$ cat src/rtl/param_modn_counter_if.sv
// ----------------------------------------------------------------------------
// param_modn_counter_if
//
// Purpose:
//   Bundles the control inputs and status outputs of param_modn_counter so
//   the counter and its user connect through one port.
//
//   There is no valid/ready handshake on this bus. Every input is sampled on
//   every rising clock edge. "en" qualifies a counting step for that edge
//   only, and "load" and "wrap_clr" act only on the edge where they are 1.
//   Every output is registered and changes only on a clock edge.
//
// Signals (direction seen from the counter, i.e. the slave modport):
//   en        in   1        count enable for this edge
//   load      in   1        parallel load strobe; overrides en
//   load_val  in   WIDTH    value taken by count on load
//   mode      in   2        00 up, 01 down, 10 bounce, 11 hold
//   n         in   WIDTH    modulus; 0 means 2^WIDTH
//   wrap_clr  in   1        clears wrap_cnt
//   count     out  WIDTH    current count
//   dir       out  1        1 ascending, 0 descending (counter direction state)
//   tc        out  1        terminal-count pulse
//   wrap_cnt  out  WRAP_W   saturating count of tc events
// ----------------------------------------------------------------------------
interface param_modn_counter_if #(
    parameter int WIDTH  = 4,
    parameter int WRAP_W = 8
);
    logic              en;
    logic              load;
    logic [WIDTH-1:0]  load_val;
    logic [1:0]        mode;
    logic [WIDTH-1:0]  n;
    logic              wrap_clr;
    logic [WIDTH-1:0]  count;
    logic              dir;
    logic              tc;
    logic [WRAP_W-1:0] wrap_cnt;

    // The user of the counter drives the controls and reads the status.
    modport master (
        output en, load, load_val, mode, n, wrap_clr,
        input  count, dir, tc, wrap_cnt
    );

    // The counter itself.
    modport slave (
        input  en, load, load_val, mode, n, wrap_clr,
        output count, dir, tc, wrap_cnt
    );
endinterface

$ cat src/rtl/param_modn_counter.sv
// ----------------------------------------------------------------------------
// param_modn_counter
//
// Purpose:
//   Programmable modulo-N counter over 0..M-1, where M = n, or 2^WIDTH when
//   n = 0. The counting mode is selected at run time: up, down, bounce
//   (ping-pong without repeating the endpoints) or hold. The counter also
//   provides a parallel load, a direction output, a one-cycle terminal-count
//   pulse, and a saturating count of terminal-count events.
//
// Ports:
//   clk    in   1   rising-edge clock
//   reset  in   1   synchronous reset, active low
//   bus    slave modport of param_modn_counter_if (controls in, status out)
//
// Priority on each edge: reset > load > enabled step > hold.
// wrap_clr is evaluated on its own; when it coincides with a tc event, the
// clear wins.
//
// The direction register is the only state that controls the sequence. It
// is a small two-state machine (DIR_UP / DIR_DOWN), and bus.dir always shows
// its current state.
// ----------------------------------------------------------------------------
module param_modn_counter #(
    parameter int WIDTH  = 4,
    parameter int WRAP_W = 8
) (
    input  logic                 clk,
    input  logic                 reset,
    param_modn_counter_if.slave  bus
);

    typedef enum logic {
        DIR_DOWN = 1'b0,
        DIR_UP   = 1'b1
    } dir_e;

    localparam logic [1:0] MODE_UP     = 2'b00;
    localparam logic [1:0] MODE_DOWN   = 2'b01;
    localparam logic [1:0] MODE_BOUNCE = 2'b10;

    localparam logic [WIDTH-1:0]  CNT_ONE  = WIDTH'(1);
    localparam logic [WRAP_W-1:0] WRAP_ONE = WRAP_W'(1);
    localparam logic [WRAP_W-1:0] WRAP_MAX = '1;

    logic [WIDTH-1:0]  count_q, count_d;
    dir_e              dir_q, dir_d;
    logic              tc_q, tc_d;
    logic [WRAP_W-1:0] wrap_cnt_q, wrap_cnt_d;

    // TOP = M-1. Because the subtraction is done modulo 2^WIDTH, n = 0 wraps
    // to all ones, which is exactly TOP for M = 2^WIDTH. No special case is
    // needed for n = 0.
    logic [WIDTH-1:0] top;
    logic             m_is_one;
    logic             at_zero;
    logic             at_or_past_top;
    logic             past_top;

    assign top            = bus.n - CNT_ONE;
    assign m_is_one       = (bus.n == CNT_ONE);
    assign at_zero        = (count_q == '0);
    assign at_or_past_top = (count_q >= top);
    assign past_top       = (count_q > top);

    // ------------------------------------------------------------------
    // State register
    // ------------------------------------------------------------------
    always_ff @(posedge clk) begin
        if (!reset) begin
            count_q    <= '0;
            dir_q      <= DIR_UP;
            tc_q       <= 1'b0;
            wrap_cnt_q <= '0;
        end else begin
            count_q    <= count_d;
            dir_q      <= dir_d;
            tc_q       <= tc_d;
            wrap_cnt_q <= wrap_cnt_d;
        end
    end

    // ------------------------------------------------------------------
    // Next-state logic for count, direction and terminal count
    // ------------------------------------------------------------------
    always_comb begin
        count_d = count_q;
        dir_d   = dir_q;
        tc_d    = 1'b0;

        if (bus.load) begin
            // A load keeps the current direction. A later bounce then
            // continues in the direction the counter was already moving.
            count_d = bus.load_val;
        end else if (bus.en) begin
            unique case (bus.mode)
                MODE_UP: begin
                    dir_d = DIR_UP;
                    // An out-of-range count wraps straight to 0, so the
                    // counter never climbs past TOP.
                    if (at_or_past_top) begin
                        count_d = '0;
                        tc_d    = 1'b1;
                    end else begin
                        count_d = count_q + CNT_ONE;
                    end
                end

                MODE_DOWN: begin
                    dir_d = DIR_DOWN;
                    if (m_is_one) begin
                        // A one-state range: every enabled step is a wrap.
                        count_d = '0;
                        tc_d    = 1'b1;
                    end else if (at_zero) begin
                        count_d = top;
                        tc_d    = 1'b1;
                    end else if (past_top) begin
                        // Pull back into range without reporting a wrap.
                        count_d = top;
                    end else begin
                        count_d = count_q - CNT_ONE;
                    end
                end

                MODE_BOUNCE: begin
                    if (m_is_one) begin
                        // There is nowhere to turn to. The count stays at 0,
                        // each step counts as a turn, and dir is kept.
                        count_d = '0;
                        tc_d    = 1'b1;
                    end else if (dir_q == DIR_UP) begin
                        if (at_or_past_top) begin
                            // Turn at the top. The next value is TOP-1, so
                            // TOP appears only once.
                            count_d = top - CNT_ONE;
                            dir_d   = DIR_DOWN;
                            tc_d    = 1'b1;
                        end else begin
                            count_d = count_q + CNT_ONE;
                        end
                    end else begin
                        if (past_top) begin
                            count_d = top;
                        end else if (at_zero) begin
                            // Turn at the bottom. The next value is 1, so 0
                            // appears only once.
                            count_d = CNT_ONE;
                            dir_d   = DIR_UP;
                            tc_d    = 1'b1;
                        end else begin
                            count_d = count_q - CNT_ONE;
                        end
                    end
                end

                default: begin
                    // Hold mode: count and dir keep their values, tc stays 0.
                end
            endcase
        end
    end

    // ------------------------------------------------------------------
    // Wrap-event counter: counts the same edges that set tc, saturates at
    // all ones, and a clear has priority over an increment.
    // ------------------------------------------------------------------
    always_comb begin
        wrap_cnt_d = wrap_cnt_q;
        if (bus.wrap_clr) begin
            wrap_cnt_d = '0;
        end else if (tc_d && (wrap_cnt_q != WRAP_MAX)) begin
            wrap_cnt_d = wrap_cnt_q + WRAP_ONE;
        end
    end

    // ------------------------------------------------------------------
    // Outputs come straight from the registers.
    // ------------------------------------------------------------------
    assign bus.count    = count_q;
    assign bus.dir      = dir_q;
    assign bus.tc       = tc_q;
    assign bus.wrap_cnt = wrap_cnt_q;

endmodule

$ cat src/flat_wrapper.sv
// flat-port wrapper written by rule: the top's interface ports become plain ports
module param_modn_counter_flat 
#(
    parameter int WIDTH  = 4,
    parameter int WRAP_W = 8
)
  (clk, reset, bus_en, bus_load, bus_load_val, bus_mode, bus_n, bus_wrap_clr, bus_count, bus_dir, bus_tc, bus_wrap_cnt);
  param_modn_counter_if #(.WIDTH(WIDTH), .WRAP_W(WRAP_W)) bus_i ();
  input  logic clk;
  input  logic reset;
  input wire logic [$bits(bus_i.en)-1:0] bus_en;
  input wire logic [$bits(bus_i.load)-1:0] bus_load;
  input wire logic [$bits(bus_i.load_val)-1:0] bus_load_val;
  input wire logic [$bits(bus_i.mode)-1:0] bus_mode;
  input wire logic [$bits(bus_i.n)-1:0] bus_n;
  input wire logic [$bits(bus_i.wrap_clr)-1:0] bus_wrap_clr;
  output wire logic [$bits(bus_i.count)-1:0] bus_count;
  output wire logic [$bits(bus_i.dir)-1:0] bus_dir;
  output wire logic [$bits(bus_i.tc)-1:0] bus_tc;
  output wire logic [$bits(bus_i.wrap_cnt)-1:0] bus_wrap_cnt;
  assign bus_i.en = bus_en;
  assign bus_i.load = bus_load;
  assign bus_i.load_val = bus_load_val;
  assign bus_i.mode = bus_mode;
  assign bus_i.n = bus_n;
  assign bus_i.wrap_clr = bus_wrap_clr;
  assign bus_count = bus_i.count;
  assign bus_dir = bus_i.dir;
  assign bus_tc = bus_i.tc;
  assign bus_wrap_cnt = bus_i.wrap_cnt;
  param_modn_counter #(.WIDTH(WIDTH), .WRAP_W(WRAP_W)) u_core (.clk(clk), .reset(reset), .bus(bus_i));
endmodule
$ cat config.mk
export PLATFORM = sky130hd
export DESIGN_NAME = param_modn_counter_flat
export DESIGN_NICKNAME = d
export VERILOG_FILES = /design/src/rtl/param_modn_counter_if.sv /design/src/rtl/param_modn_counter.sv /design/src/flat_wrapper.sv
export SDC_FILE = /design/constraint.sdc
export NUM_CORES = 1
export LEC_CHECK = 0
export CORE_AREA = 5 5 61 63
export CTS_CLUSTER_SIZE = 25
export DETAILED_ROUTE_END_ITERATION = 10
export DIE_AREA = 0 0 66 68
export PLACE_DENSITY = 0.82
export SYNTH_ARGS = -nofsm -noshare
export SYNTH_HDL_FRONTEND = slang
export SYNTH_SLANG_ARGS = --single-unit
export TNS_END_PERCENT = 100
$ cat constraint.sdc
create_clock -name clk -period 3.8 [get_ports clk]
set_input_delay 1.14 -clock clk [delete_from_list [all_inputs] [get_ports clk]]
set_output_delay 1.14 -clock clk [all_outputs]
set_load 0.01 [all_outputs]
==> impl_metrics.yaml <==
outcome:
  status: "completed"
synth:
  synth.ff_latch_count: 14
  yosys_warnings: 0
  synth_seq_area_share_pct: 18.4
  synthCells: 190
  yosys-top-cells-area: "dfxtp_1 (18%), ha_1 (11%), a21oi_1 (5.6%)"
  synth_top_cell_by_area: "dfxtp_1"
  synth_edf_count: 0
  yosysTopAreaCellShare_pct: 18.4
  synth_nets: 218
  synth.avg_cell_area_sq_um: 8.00
  ys.flop_type: "dfxtp_1"
  async_flop_share_pct: 0
  syn_area_sq_mm: 0.00152
  synth_cell_types: 56
min_path:
  hold_class: "reg2reg"
sta:
  min_period_ns: 3.56
  setup-violations-final: 0
  clock.fmax_mhz: 281
  hold_viol_final: 0
  tightest_slew_ns: 0.442
  setup_tns_ns: 0
  slew_viol_final: 0
  fin_crit_sh_pct: 93.6
  finalClockSkew_ns: 0.00223
  rsz0062_at_grt: "false"
  relSlewSlack_pct: 70.1
clock_tree:
  ctsLongestPathBuffers: 2
  clk_latency_ns: 0.29
  cts.reportedPaths.clkPinSlew_ns: 0.09
  htree_num_levels: 1
  cts_setup_buffers: 0
  cts_tree: "yes"
  hold_buffers: 0
  cts-root-buf: "clkbuf_4"
  cts_resized: 0
  cts-buffers-inserted: 3
  clkSinkCount: 14
layout:
  nFillCells: 279
  diodes: 0
  final_common_cell: "clkdlybuf4s50_1"
  syn2layout_area_growth_pct: 29.7
  mostFrequentLayoutCells: "clkdlybuf4s50_1 (28), buf_4 (18), a21oi_1 (17)"
  nets: 262
  design_area_sq_mm: 0.00197
  drive_gt1_share_pct: 15.5
critical_path:
  path_class: "in2reg"
  cp_data_required_time_ns: 4.02
  arrival_ns: 3.78
  cp-end-kind: "flop"
  worstSetupStartpointType: "primary input"
  crit_fanout: 10
global_routing:
  grt_pass1_wl_mm: 6.96
  track_usage_pct: 19.6
  antenna_found_initial: 0
  grt_max_degree: 13
  gr-total-overflow: 0
  grt_pass1_vias: 1586
pwr:
  vdd.ir_drop.worst_mv: 0.152
  seq_power_share_pct: 30.2
  p_per_area_mw_per_mm2: 282
  pwr-share-clk_pct: 19.9
  p_leak_nw: 0.781
  netSwitchingPower_mw: 0.208
  comb_power_share_pct: 49.8
  internal_power_mw: 0.349
  power_mw: 0.557
  power.share.switching_pct: 37.4
routing:
  wire_per_inst_um: 14.6
  drt_pass1_iterations: 7
  antenna_left: 0
  wl_mm: 4.06
  drt_iter0_markers: 152
  vias: 1640
  drc: 0
  vias_per_cell: 5.88
place:
  gp_congestion: 0.919
  numPortBuffers: 28
  dpl_cell_area_sq_mm: 0.00194
  dp_hpwl_mm: 3.21
floorplan:
  die_h_um: 68
  io_pins: 29
  dieWidth_um: 66
  row_count: 21
  dieArea_sq_mm: 0.00449
  start_util_pct: 47.8
  core_area_sq_mm: 0.00318
flow_run:
  cap_violations: 0
-- layer usage --
metal	routed length, um	global-route usage (%)	share of wire [%]	vias to the layer above
li1	-	-	-	816
met1	1840	24.5	45	755
met2	1940	33.8	48	61
met3	221	4.11	5.4	8
met4	51	5.84	1.3	0
met5	0	0	0	-
-- final timing paths --
check,startpoint,to,slack [ns],depth (start not counted)
setup / recovery,bus_n[0],u_core.bus.wrap_cnt[6]$_SDFFE_PP0P_,0.24,10
hold / removal,u_core.bus.wrap_cnt[4]$_SDFFE_PP0P_,u_core.bus.wrap_cnt[4]$_SDFFE_PP0P_,0.51,2
setup reg to reg,u_core.bus.count[0]$_SDFFE_PN0P_,u_core.bus.wrap_cnt[6]$_SDFFE_PP0P_,1.21,9
hold reg to reg,u_core.bus.wrap_cnt[4]$_SDFFE_PP0P_,u_core.bus.wrap_cnt[4]$_SDFFE_PP0P_,0.51,2
-- worst max-delay path, cell delays in order --
cell and delay (ns):
clkdlybuf4s50_1 0.50, inv_1 0.07, ha_1 0.32, ha_1 0.30, nor2b_1 0.14, o211ai_2 0.26
a311o_2 0.25, a2bb2oi_2 0.13, or4_1 0.52, a21oi_1 0.14
-- power groups by stage --
stage	combinational (mW)	clock [mW]	sequential, mW
global placement	0.266	0	0.171
detailed placement	0.273	0	0.171
floorplan	0.186	0	0.166
global route	0.303	0.120	0.170
CTS	0.274	0.114	0.168
finish	0.278	0.111	0.168
-- stage by stage --
step | std cells | setup slack (ns) | hold slack [ns] | util [%]
floorplan | 190 | 0.310 | 0.504 | -
global placement | 275 | 0.0485 | 0.480 | 60.9
detailed placement | 275 | -0.0440 | 0.494 | 60.9
CTS | 279 | 0.259 | 0.509 | 62.0
global route | 279 | 0.112 | 0.542 | 62.0
finish | 279 | 0.243 | 0.510 | 62.0
-- synthesized netlist by cell type (all sizes together), types with 2 or more instances --
cell     count
a21oi       17
dfxtp       14
inv         14
ha          13
nor2        10
nand2        9
nor3         8
and2         7
nand3        7
mux2i        6
o211ai       6
o21ai        6
xnor2        6
buf          5
o221ai       5
and3         4
o31ai        4
and4         3
nand2b       3
nor2b        3
or4          3
a21boi       2
a2bb2oi      2
a31oi        2
clkbuf       2
nand4        2
nor3b        2
nor4         2
o2111ai      2
o311ai       2
o31a         2
or3b         2
xor2         2
-- registers in the layout (all words and copies together) (netlist names) --
signal and count:
u_core.bus.wrap_cnt 8, u_core.bus.dir 1, u_core.bus.tc 1, u_core.bus.count 4
-- cell families (layout without fill, tap and decap cells) --
family,after synthesis,count (layout),synth area share (%)
AO/OA/AOI/OAI,59,59,28.0
XOR/XNOR,8,8,4.61
adder cells (fa/ha/maj),13,13,10.7
buffers and inverters,21,64,7.24
flip-flops,14,14,18.4
multiplexers,6,6,3.95
AND/OR/NAND/NOR,69,69,27.1
-- final cells by class --
class	count	area, sq um	share of cell area, %
inverter	14	52.6	2.66
timing repair buffer	46	415	21.1
multi-input combinational	155	1130	57.3
tap	46	57.6	2.92
clock buffer	4	36.3	1.84
sequential	14	280	14.2
Power figures use the tool's default switching activity.
